### src/rtl/bin_to_bcd_seq.sv
// rtl/bin_to_bcd_seq.sv - sequential double-dabble binary to four-digit packed BCD converter
//
// Purpose: converts an unsigned IN_W-bit value into four packed BCD digits using
// one shift-add-3 step per clock. The output register is written only when a
// conversion completes, so a downstream multiplexed display never sees partial
// results. Inputs above 9999 are reported as OVF_CODE with ovf set.
//
// Ports:
//   clk         in   system clock, rising edge
//   rst_l       in   asynchronous active-low reset
//   start       in   conversion request, sampled only in IDLE
//   bin         in   IN_W-bit unsigned value, captured when start is accepted
//   busy        out  high in SHIFT and DONE
//   done        out  one-cycle pulse, bcd_digits/ovf valid from this cycle on
//   bcd_digits  out  [15:12] thousands .. [3:0] units
//   ovf         out  last completed conversion had bin > 9999
module bin_to_bcd_seq #(
  parameter int          IN_W     = 14,
  parameter logic [15:0] OVF_CODE = 16'hEEEE
) (
  input  logic            clk,
  input  logic            rst_l,
  input  logic            start,
  input  logic [IN_W-1:0] bin,
  output logic            busy,
  output logic            done,
  output logic [15:0]     bcd_digits,
  output logic            ovf
);

  typedef enum logic [1:0] {
    IDLE  = 2'd0,
    SHIFT = 2'd1,
    DONE  = 2'd2
  } state_t;

  state_t          state_q;
  logic [IN_W-1:0] sr_q;
  logic [15:0]     acc_q;
  logic [3:0]      cnt_q;
  logic            ovf_pend_q;
  logic            busy_q;
  logic            done_q;
  logic [15:0]     bcd_q;
  logic            ovf_q;

  // Nibble-adjusted scratch value, applied before every shift. Nibbles are at
  // most 9 here, so the 4-bit add never carries into the next digit.
  logic [15:0]     acc_adj_d;

  always_comb begin
    acc_adj_d = acc_q;
    for (int n = 0; n < 4; n++) begin
      if (acc_q[n*4 +: 4] >= 4'd5) begin
        acc_adj_d[n*4 +: 4] = acc_q[n*4 +: 4] + 4'd3;
      end
    end
  end

  always_ff @(posedge clk or negedge rst_l) begin
    if (!rst_l) begin
      state_q    <= IDLE;
      sr_q       <= '0;
      acc_q      <= '0;
      cnt_q      <= '0;
      ovf_pend_q <= 1'b0;
      busy_q     <= 1'b0;
      done_q     <= 1'b0;
      bcd_q      <= '0;
      ovf_q      <= 1'b0;
    end else begin
      done_q <= 1'b0;
      case (state_q)
        IDLE: begin
          if (start) begin
            sr_q       <= bin;
            acc_q      <= '0;
            cnt_q      <= 4'(IN_W);
            ovf_pend_q <= (32'(bin) > 32'd9999);
            busy_q     <= 1'b1;
            state_q    <= SHIFT;
          end
        end
        SHIFT: begin
          // Bit 15 of the adjusted value is dropped; only values that are
          // already flagged as overflow can reach it.
          acc_q <= {acc_adj_d[14:0], sr_q[IN_W-1]};
          sr_q  <= {sr_q[IN_W-2:0], 1'b0};
          cnt_q <= cnt_q - 4'd1;
          if (cnt_q == 4'd1) begin
            state_q <= DONE;
          end
        end
        DONE: begin
          bcd_q   <= ovf_pend_q ? OVF_CODE : acc_q;
          ovf_q   <= ovf_pend_q;
          done_q  <= 1'b1;
          busy_q  <= 1'b0;
          state_q <= IDLE;
        end
        default: begin
          state_q <= IDLE;
          busy_q  <= 1'b0;
        end
      endcase
    end
  end

  assign busy       = busy_q;
  assign done       = done_q;
  assign bcd_digits = bcd_q;
  assign ovf        = ovf_q;

endmodule

### config.mk
export PLATFORM = sky130hd
export DESIGN_NAME = bin_to_bcd_seq
export DESIGN_NICKNAME = d
export VERILOG_FILES = /design/src/rtl/bin_to_bcd_seq.sv
export SDC_FILE = /design/constraint.sdc
export NUM_CORES = 1
export LEC_CHECK = 0
export ABC_AREA = 1
export CORE_MARGIN = 1
export CORE_UTILIZATION = 40
export DETAILED_ROUTE_END_ITERATION = 10
export PLACE_DENSITY_LB_ADDON = 0.2
export SYNTH_ARGS = -nofsm -noshare
export SYNTH_HDL_FRONTEND = slang
export SYNTH_SLANG_ARGS = --single-unit
### constraint.sdc
create_clock -name clk -period 1.5 [get_ports clk]
set_input_delay 0.225 -clock clk [delete_from_list [all_inputs] [get_ports clk]]
set_output_delay 0.225 -clock clk [all_outputs]
set_load 0.02 [all_outputs]
==> metrics list <==
- Die ar.: roughly 7000 um^2
* Placed instance area: around 3200 um^2
- Detailed routing placed a total of roughly 2.5 mm of wire on met2.
- In the final design database the tool counted 391 nets.
* DRC violations left: 1
* Status: finished, violations left
- Number of fill cells in the layout: 652
- For this configuration, the core starts out at a cell density of 0.421.
* Critical Path Fanout Max: 5
- Layout cell share with drive strength beyond 1: 0.0822
* Via-to-Cell Ratio: a little under 5
* Depth of the CTS H-tree: 2
- The worst setup path is launched from a flop.
- Yosys reg bits: 56
- Termination of the worst setup path: acc_q[2]
- Type of the tightest min-delay check: in -> async
- The die is about 84 um wide.
- In the final timing run, aggregate negative setup slack is 0 ns.
- Count of cells along the worst register-to-register path: 8
* Critical Path RT: 1.75 ns
- After floorplanning, the core was divided into 29 placement rows.
- Share of Yosys cell area claimed by the top area cell type: 0.515
- Root Buffer: clkbuf_8
- The first global-routing pass estimated between 9 and 10 mm of wire.
* Wire length on met1: ~2.5 mm
- Top achievable clock speed: 771 MHz
* Flip-flop and latch area: ~1400 um^2
* Boundary Pins: 36
- Startpoint-to-endpoint class of the critical path: reg -> reg
- Port Buf Inserts: 35
* Total clock buffers created by CTS: 5
- In this run the post-CTS setup repair buffer count came out at 0.
- In this run the critical register-to-register path is launched from acc_q[0].
- The clock arrives with between 0.006 and 0.007 ns of skew.
* VDD IR max: 648 uV
- After global routing the overflow that remains totals 0.
* Worst reg2reg setup slack: just over 0.2 ns
- Crit path capture type: flop
- In this run the mean area of a mapped cell was 8.47 um^2.
- Setup violations remaining at the end of the flow were counted as 0.
* Number of iterations in the first detailed-routing pass: 9
* Count of clock tree sinks: 56
- Reported leakage power: between 1.5 and 2 nW
- Counting every net in the synthesized netlist gives about 350.
* Yosys warning total: 0
* Clock tree from TritonCTS: yes
- Pwr dens: around 1900 nW/um^2
- Max layer used: met4
- Layout Cell Area excl Fill: 3280 um^2
- Yosys mapped the design onto 24 distinct sky130hd cell types.
- Pins over their slew limit: 0
- Routed wirelength normalized by instance count: between 10 and 15 um
- Setup repair after global routing left no endpoint under its margin.
- After synthesis the cells add up to between 2000 and 3000 um^2.
- Post-detail-place hpwl: 3.73 mm
- Sorting the synthesized cells by area gives the leading types as dfrtp_1 (52%), nand2_1 (14%), nand3_1 (5.3%), ha_1 (4.6%), inv_1 (4.3%).
* Tot GR Track Use: 0.168
- Latest clock arrival within the worst-skew pair: 0.31 ns
- The critical path starts at acc_q[0].
* Initial DRC Count: around 150
- The worst path needs 1.30 ns of the cycle, external delays included.
* Sequential-to-total area share from yosys stat: 0.515
- Counting along the longest clock path gives a buffer depth of 2.
- Slew at the pin closest to its max-slew limit: 0.325 ns
- Entering global routing, the biggest net connects 37 pins.
- The endpoint identified for the worst register-to-register timing path is acc_q[2].
- Final Cycle Share: 0.864
- The congestion estimate from routability-driven global placement came to slightly above 0.8.
* Failing checks: design-rule violations
* Relative max-transition margin: 0.783
- Summing all multi-input logic gate instances after layout gives about 1100 um^2.
- Largest area contributor in the netlist: dfrtp_1
- Final hold violations: 0
* Total inserted antenna cells: 0
* Height of the chip: ~84 um
- Post-detailed-route count of antenna-violating nets: 0
* Clock slew seen by the registers of the worst setup and hold paths: ~0.10 ns
- The via count of the first global-routing pass came to about 2100.
- The total area inside the core boundary comes to approximately 6500 um^2.
- # Max-Cap Violations: 0
* Detailed-route via count: about 2200
* Sum of routed wire length over all layers: 5.30 mm
- Synthesis produced a netlist whose cell count is between 300 and 400.
* Wire length on met3: 234 um
- Compared with the post-synthesis result, the final layout area differs by 20.6%.
* Antenna violations before repair: 0
* Data arrival time of the critical path: between 1.5 and 2 ns
==> through the flow <==
| step | hold WS [ns] | setup slack [ns] | util | std cells | power, mW |
|---|---|---|---|---|---|
| detailed placement | 0.215 | 0.00876 | 0.494 | 433 | 5.66 |
| CTS | 0.416 | 0.00134 | 0.507 | 442 | 6.39 |
| finish | 0.408 | 0.204 | 0.508 | 442 | 6.30 |
| global route | 0.436 | 0.0211 | 0.508 | 442 | 6.94 |
| global placement | 0.218 | 0.0492 | 0.494 | 433 | 5.58 |
| floorplan | -0.0706 | 0.356 | - | 321 | 4.65 |
==> metal layers <==
| layer | vias up | global-route usage |
|---|---|---|
| met3 | 7 | 0.0364 |
| met1 | 1003 | 0.215 |
| li1 | 1115 | - |
| met4 | 0 | 0.0508 |
| met2 | 46 | 0.287 |
| met5 | - | 0 |
==> power breakdown <==
part	switching [mW]	internal, mW
clock	0.485	0.370
sequential	0.418	2.16
combinational	1.72	1.14
total	2.63	3.67
==> worst min-delay path by stage <==
stage | startpoint | endpoint | slack, ns | cells past startpoint
floorplan | rst_l | acc_q[0] | -0.07 | 0
global placement | rst_l | bcd_digits[8] | 0.22 | 2
detailed placement | rst_l | bcd_digits[8] | 0.21 | 2
CTS | rst_l | bcd_digits[8] | 0.42 | 3
global route | rst_l | bcd_digits[8] | 0.44 | 3
finish | rst_l | bcd_digits[8] | 0.41 | 3
==> timing repair <==
action	CTS	global route
cloned	0	0
setup endpoints to repair	16	3
hold buffers	1	0
gates resized for setup	16	3
hold endpoints to repair	56	0
pin swaps	0	0
==> final cells by class <==
class | count | share of cell area
Clock buffer | 6 | 0.0252
Multi-Input combinational cell | 221 | 0.336
Timing Repair Buffer | 44 | 0.138
Sequential cell | 56 | 0.427
Inverter | 36 | 0.0412
Clock inverter | 2 | 0.00305
Tap cell | 77 | 0.0294
==> critical path, stage by stage, from the launching register on <==
cell     delay [ns]
dfrtp_1        0.41
inv_1          0.15
ha_1           0.18
inv_1          0.04
nand2_1        0.11
nand3_1        0.14
nand2_1        0.09
nand3_1        0.06
nand2_1        0.06
==> cells in the final DEF (no fill, tap or decap), drive strengths merged <==
| cell type | count |
|---|---|
| buf | 9 |
| dlygate4sd3 | 1 |
| o21bai | 3 |
| a21oi | 14 |
| nand3 | 31 |
| nand2 | 103 |
| dfrtp | 56 |
| o21ai | 21 |
| clkinv | 2 |
| ha | 10 |
| a22oi | 1 |
| dlymetal6s2s | 3 |
| nor2 | 27 |
| inv | 36 |
| clkdlybuf4s50 | 15 |
| clkbuf | 6 |
| a31oi | 1 |
| o211ai | 2 |
| dlygate4sd2 | 16 |
| nand4 | 8 |
==> synthesized netlist by cell type <==
library cell	number
nand3_1	29
nor2_1	24
nor2_4	3
nand3_2	2
ha_1	10
a22oi_1	1
dfrtp_1	56
o21ai_4	1
o21bai_1	3
nand2_1	102
o211ai_1	1
o21ai_0	19
o21ai_1	1
nand4_1	8
inv_2	5
nand2_4	1
a31oi_1	1
buf_2	2
a21oi_1	14
buf_8	2
buf_4	1
inv_1	31
o211ai_2	1
buf_6	3
==> logic make-up (layout without fill, tap and decap cells) <==
family / count (synthesis) / count (layout) / synth area share
fa+ha+maj: 10 / 10 / 0.0460
compound gates: 42 / 42 / 0.0893
buf+inv: 44 / 88 / 0.0796
simple gates: 169 / 169 / 0.270
flops: 56 / 56 / 0.515
==> flip-flops by register name, summed over array words and instances (netlist names) <==
register    flops
ovf             1
busy            1
acc_q          16
state_q         2
ovf_pend_q      1
sr_q           14
cnt_q           4
bcd_digits     16
done            1
No activity file was read; power rests on OpenSTA's default activity.
